### config.mk
export PLATFORM = sky130hd
export DESIGN_NAME = framebuffer_row_reader
export DESIGN_NICKNAME = d
export VERILOG_FILES = /design/src/rtl/framebuffer_row_reader.sv
export SDC_FILE = /design/constraint.sdc
export NUM_CORES = 1
export LEC_CHECK = 0
export CORE_MARGIN = 2
export CORE_UTILIZATION = 53
export DETAILED_ROUTE_END_ITERATION = 6
export GPL_ROUTABILITY_DRIVEN = 0
export HOLD_SLACK_MARGIN = 0.06
export PLACE_DENSITY = 0.85
export SETUP_SLACK_MARGIN = 0.5
export SLEW_MARGIN = 20
export SYNTH_ARGS = -nofsm -noshare
export SYNTH_HDL_FRONTEND = slang
export SYNTH_SLANG_ARGS = --single-unit
### constraint.sdc
create_clock -name clk -period 5.1 [get_ports clk]
set_input_delay 0.51 -clock clk [delete_from_list [all_inputs] [get_ports clk]]
set_output_delay 0.51 -clock clk [all_outputs]
set_load 0.02 [all_outputs]
### src/rtl/framebuffer_row_reader.sv
// framebuffer_row_reader: walks port B of the dual-port frame buffer across one
// display row and streams the words out over a valid/ready interface.
//
// Handshake: a word transfers on a rising clk edge where out_valid && out_ready.
// Once out_valid is high, out_data and out_last hold steady until that transfer
// happens.
//
// The RAM returns a word one cycle after a read is issued. A two-entry skid FIFO
// absorbs that latency. A read is issued only when the word it returns is sure
// to find a free FIFO slot. That check counts the read already in flight and
// any pop happening on the same edge.
module framebuffer_row_reader #(
    parameter int ADDR_W = 11,
    parameter int DATA_W = 16,
    parameter int COL_W  = 5,
    parameter int ROW_W  = 6
) (
    input  logic              clk,
    input  logic              reset,
    input  logic              start,
    input  logic [ROW_W-1:0]  row_sel,
    output logic              busy,
    output logic              done,
    output logic [ADDR_W-1:0] ram_address,
    output logic              ram_clk_enable,
    output logic              ram_reset,
    input  logic [DATA_W-1:0] ram_data,
    output logic [DATA_W-1:0] out_data,
    output logic              out_valid,
    input  logic              out_ready,
    output logic              out_last,
    output logic [1:0]        fsm_state
);

    typedef enum logic [1:0] {
        S_IDLE  = 2'd0,
        S_READ  = 2'd1,
        S_DRAIN = 2'd2
    } state_t;

    localparam logic [COL_W-1:0] COL_MAX = {COL_W{1'b1}};

    state_t             state;
    state_t             state_nxt;
    logic [ROW_W-1:0]   row;
    logic [COL_W-1:0]   col;
    logic               inflight;
    logic               inflight_last;
    logic               done_q;

    logic [DATA_W-1:0]  fifo_data [2];
    logic [1:0]         fifo_last;
    logic               rd_ptr;
    logic               wr_ptr;
    logic [1:0]         count;

    logic               push;
    logic               pop;
    logic               issue;
    logic               col_end;
    logic [2:0]         occ_after;

    assign push      = inflight;
    assign pop       = (count != 2'd0) && out_ready;
    assign col_end   = (col == COL_MAX);
    // FIFO occupancy after this edge, excluding any read issued now.
    assign occ_after = {1'b0, count} + {2'b00, inflight} - {2'b00, pop};

    // Next-state logic and the read-issue decision.
    always_comb begin
        state_nxt = state;
        issue     = 1'b0;
        case (state)
            S_IDLE: begin
                if (start) state_nxt = S_READ;
            end
            S_READ: begin
                if ((count != 2'd2) && (occ_after < 3'd2)) begin
                    issue = 1'b1;
                    if (col_end) state_nxt = S_DRAIN;
                end
            end
            S_DRAIN: begin
                if (pop && fifo_last[rd_ptr]) state_nxt = S_IDLE;
            end
            default: state_nxt = S_IDLE;
        endcase
    end

    // State register, row/column walker, in-flight read tracking and the done pulse.
    always_ff @(posedge clk or negedge reset) begin
        if (!reset) begin
            state         <= S_IDLE;
            row           <= '0;
            col           <= '0;
            inflight      <= 1'b0;
            inflight_last <= 1'b0;
            done_q        <= 1'b0;
        end else begin
            state  <= state_nxt;
            done_q <= (state == S_DRAIN) && pop && fifo_last[rd_ptr];
            if (state == S_IDLE && start) begin
                row <= row_sel;
                col <= '0;
            end
            inflight      <= issue;
            inflight_last <= issue && col_end;
            // The column stops at the last word so the address never wraps into the next row.
            if (issue && !col_end) col <= col + 1'b1;
        end
    end

    // Two-entry skid FIFO. A push and a pop on the same edge leave the count unchanged.
    always_ff @(posedge clk or negedge reset) begin
        if (!reset) begin
            fifo_data[0] <= '0;
            fifo_data[1] <= '0;
            fifo_last    <= '0;
            rd_ptr       <= 1'b0;
            wr_ptr       <= 1'b0;
            count        <= 2'd0;
        end else begin
            if (push) begin
                fifo_data[wr_ptr] <= ram_data;
                fifo_last[wr_ptr] <= inflight_last;
                wr_ptr            <= ~wr_ptr;
            end
            if (pop) rd_ptr <= ~rd_ptr;
            case ({push, pop})
                2'b10:   count <= count + 2'd1;
                2'b01:   count <= count - 2'd1;
                default: count <= count;
            endcase
        end
    end

    assign busy           = (state != S_IDLE);
    assign done           = done_q;
    assign ram_address    = {row, col};
    assign ram_clk_enable = issue;
    assign ram_reset      = 1'b0;
    assign out_data       = fifo_data[rd_ptr];
    assign out_valid      = (count != 2'd0);
    assign out_last       = out_valid && fifo_last[rd_ptr];
    assign fsm_state      = state;

endmodule

Word level (Yosys, flattened, before mapping). Cells that the tools add are included.

Order comparisons: 7. Multipliers: 0. Equality and inequality tests: 10. Add/sub/neg operators: 5. Divide/modulo/power cells: 0. Shift-type cells: 0. Muxes and demuxes: 21. Reduce and logical (&&, ||, !) cells: 18. Bitwise logic cells: 4.

Operators with widths (count): 2-to-1 mux 16 bit (4); bitwise mux 32 bit (1); demux 16 bit (select 1 bit) (1); logical AND 1 bit (11); 2-to-1 mux 5 bit (2); inequality test 2 bit, second input constant (5); 2-to-1 mux 2 bit (4); nonzero test 2 bit (4); case mux 2 bit (3 select lines) (1); adder 5 x 1 -> 5 bit, second input constant (1); equality test 5 bit, second input constant (1); 2-to-1 mux 1 bit (5); equality test 2 x 1 -> 1 bit, second input constant (2); equality test 2 bit, second input constant (2); >= comparator 2 bit, second input constant (2); < comparator 1 x 2 -> 1 bit, second input constant (2); NOT 1 -> 2 bit (2); case mux 2 bit (2 select lines) (1); AND reduction 4 bit (1); adder 2 x 1 -> 3 bit (1); < comparator 3 x 2 -> 1 bit, second input constant (1); subtractor 3 x 1 -> 3 bit (1); adder 2 x 1 -> 2 bit, second input constant (1); bitwise mux 2 bit (1); other kinds (7) (8).

Input port bits: 26. Flip-flop bits (word level): 54. Word-level logic and storage cells: 77. Memories kept: 0. ROM bits: 0. Output and inout bits: 35. Bits in latches: 0. RAM bits: 0.

Longest topological paths before layout.
Depth after elaboration: 9. Depth in mapped cells: 9. Gate-level depth less buffers: 9.

Worst setup path before layout. OpenSTA, ideal clock, no wires.

Kind: in2out. Start point: input port out_ready. End point: output port ram_clk_enable. Arrival: 1907 ps. Stages on the path: 8. Slack: 2683 ps. Data required time: 4590 ps. Path buffers: 0. Cell sequence: and3_1 a21oi_1 nand2b_1 fa_1 nor2_1 or2_1 nand2_1 nor2_1.

Cells in the longest elaborated chain, start to end: 6.

Ends and longest elaborated chain: start, declared (line 30) `input logic out_ready,`; logical AND 1 bit (line 64) `assign pop = (count != 2'd0) && out_ready;`; subtractor 3 x 1 -> 3 bit (line 67) `assign occ_after = {1'b0, count} + {2'b00, inflight} - {2'b00, pop};`; < comparator 3 x 2 -> 1 bit (line 78) `if ((count != 2'd2) && (occ_after < 3'd2)) begin`; logical AND 1 bit (line 78); 2-to-1 mux 1 bit (line 78); 2-to-1 mux 1 bit (line 73) `case (state)`; end, declared (line 25) `output logic ram_clk_enable,`.

Every way passes these cells.

Worst setup path after layout. Ends and elaborated chain as after synthesis.

==> flow_summary.toml <==
[clocking]
cts_inserted_buffers = 5
cts.sinks = 54
insertion_delay_ns = 0.30
ctsLongestPathBuffers = 2
cts_tree = "built"
cts-root-buf = "clkbuf_8"
hold_buffers = 0
cts_setup_buffers = 0
htreeDepth = 2
cts.clk_slew.worst_paths_ns = 0.09
post_cts_resized = 0

[global_route]
grt-ovfl-total = 0
grt_max_degree = 55
grtUsageTotal_pct = 18.48
grt_pass1_vias = 1582
antenna_found_initial = 0
grt_pass1_wl_um = 7493

[yosys]
netlist_instances = 176
syn_area_sq_um = 2501
ys_warn_count = 0
synth_top_area_cell = "dfrtp_1"
synth_cell_types = 38
synth_area_per_cell_sq_um = 14.21
ys_ff_latch = 54
ys.flop_type = "dfrtp_1"
synth_nets = 205
synth-seq-area-share_pct = 54.03
synth_edf_count = 0
synthTopCellsByArea = "dfrtp_1 54%, mux2_2 19%, mux2_4 7.2%, buf_6 1.8%, mux2_1 1.4%"
synthArstFlopShare_pct = 100.0
synth_top_area_share_pct = 54.03

[job]
maxCapViolCount = 0

[drt]
ant_nets = 0
num_vias = 1575
wire_per_inst_um = 15.64
wirelength_um = 4505
post-route-drc-count = 0
dr.pass1.iters = 4
via_per_inst = 5.469
drtIter0Drc = 58

[worst_setup_path]
cp-end-kind = "output pin"
cp-start-kind = "input port"
path_class = "input port to output pin"
rr_endpoint = "col[0]"
ff2ff_setup_slack_ns = 2.70
crit_path_end = "ram_clk_enable"
crit_fanout = 4
reg2reg_depth = 8
worstSetupStartpoint = "out_ready"
required_ns = 4.59
crit_arrival_ns = 3.01
rr_startpoint = "count[1]"

[sta]
rsz0062_at_grt = "no"
period_minus_slack_ns = 3.519
max_slew.worst_pin.slew_ns = 0.8592
setup_violations = 0
finalSetupTns_ns = 0
min_period_over_period_pct = 69.00
finalHoldViolCount = 0
relSlewSlack_pct = 42.72
fmax_mhz = 284.2
drv_slew = 0
fin_worst_skew_ns = 0.006196

[status]
status = "complete, no violations"

[power_and_ir_drop]
p_leak_nw = 1.376
powerDensity_nw_per_um2 = 709.0
peakVddDrop_mv = 0.3522

[cells_and_area]
syn2layout_area_growth_pct = 27.81
fin_cells = 288
fillers = 319
drive_gt1_share_pct = 30.51
antenna_cells = 0
multiInputGateArea_sq_um = 1064
area.sequential_sq_um = 1351
nets = 264

[floorplanning]
design.die.area_sq_um = 5285
start_util_pct = 56.28
die_w_um = 72.70
boundaryPins = 61
coreArea_sq_um = 4444
row_count = 24
die_h_um = 72.70

[placed_design]
dp_hpwl_um = 3169
dpl.cell_count = 280
numPortBuffers = 59

[hold_path]
hold_path_class = "input port to async pin"
==> worst min path at each step <==
stage / from / to / slack, ns / cells after the start
global placement: fifo_data[4] / fifo_data[4] / 0.47 / 1
CTS: reset / fifo_data[3] / 0.34 / 2
finish: reset / fifo_data[3] / 0.31 / 2
detailed placement: fifo_data[5] / fifo_data[5] / 0.48 / 1
global route: reset / fifo_data[3] / 0.37 / 2
floorplan: reset / col[0] / 0.21 / 0
==> cell usage in the layout, fill, tap and decap left out, drive strengths merged <==
cell	netlist	routed
nand2b	3	3
nand2	8	8
fa	1	1
ha	2	2
xor2	1	1
conb	1	1
a211oi	1	1
o21ai	4	4
and3	3	3
a21oi	2	2
xnor2	3	3
or2	2	2
and4bb	1	1
clkdlybuf4s50	0	58
mux2i	2	2
nor2	7	7
o31ai	1	1
o22ai	1	1
nor2b	1	1
clkbuf	0	7
clkinv	0	1
o21a	1	1
inv	5	5
buf	8	2
nor3	1	1
and4	1	1
nand3	2	2
dfrtp	54	54
a31o	1	1
mux2	58	58
a22o	1	1
==> cells by family after synthesis <==
group | count (synthesis) | share of synthesized area [%]
adders and majority gates | 3 | 1.801
AOI/OAI and AO/OA | 12 | 3.102
DFF | 54 | 54.03
xor gates and xnor gates | 4 | 1.401
and+or+nand+nor | 29 | 6.854
muxes | 60 | 29.21
other | 1 | 0.1499
buffers and inverters | 13 | 3.452
==> critical path, cell delays in order <==
cell,delay (ns)
clkdlybuf4s50_1,0.52
and3_1,0.22
a21oi_1,0.07
nand2b_1,0.16
fa_1,0.39
nor2_1,0.16
or2_1,0.15
nand2_1,0.06
nor2_1,0.14
clkdlybuf4s50_1,0.63
==> routing by layer <==
| metal | GRT usage, % | up-vias | wire length, um |
|---|---|---|---|
| met5 | 0 | - | 0 |
| met1 | 24.58 | 785 | 1999 |
| met2 | 29.19 | 58 | 2152 |
| li1 | - | 727 | - |
| met4 | 5.761 | 0 | 36 |
| met3 | 5.801 | 5 | 317 |
==> sequential cells by signal, summed over array words and instances (netlist names), 2 cells and up <==
register,flops
row,6
fsm_state,2
count,2
fifo_last,2
col,5
fifo_data,32
==> cell type report <==
type	count	area share, %
Multi-Input combinational cell	109	33.27
Clock buffer	7	3.014
Tap cell	52	2.035
Clock inverter	1	0.2740
Inverter	5	0.5871
Sequential cell	54	42.27
Timing Repair Buffer	60	18.55
==> cell usage after synthesis, types with 2 or more instances <==
cell / n
a21oi_1: 2
and3_1: 3
buf_2: 3
buf_6: 4
dfrtp_1: 54
ha_1: 2
inv_1: 5
mux2_1: 3
mux2_2: 43
mux2_4: 12
nand2_1: 7
nand2b_1: 3
nand3_1: 2
nor2_1: 5
o21ai_0: 3
xnor2_1: 3
==> through the flow <==
stage | power, mW | area, sq um | util (%) | hold WS [ns] | worst slack [ns]
after floorplan | 1.599 | 2501 | - | 0.2144 | 2.683
after global placement | 1.993 | 3092 | 69.57 | 0.4695 | 1.665
after detailed placement | 2.027 | 3092 | 69.57 | 0.4781 | 1.551
after CTS | 2.295 | 3197 | 71.93 | 0.3369 | 1.556
after global routing | 2.412 | 3197 | 71.93 | 0.3654 | 1.322
final | 2.266 | 3197 | 71.93 | 0.3108 | 1.581
==> report_power, final <==
part	switching, mW	internal [mW]
sequential	0.163	0.627
combinational	0.525	0.696
clock	0.131	0.125
(Power assumes the default switching activity.)
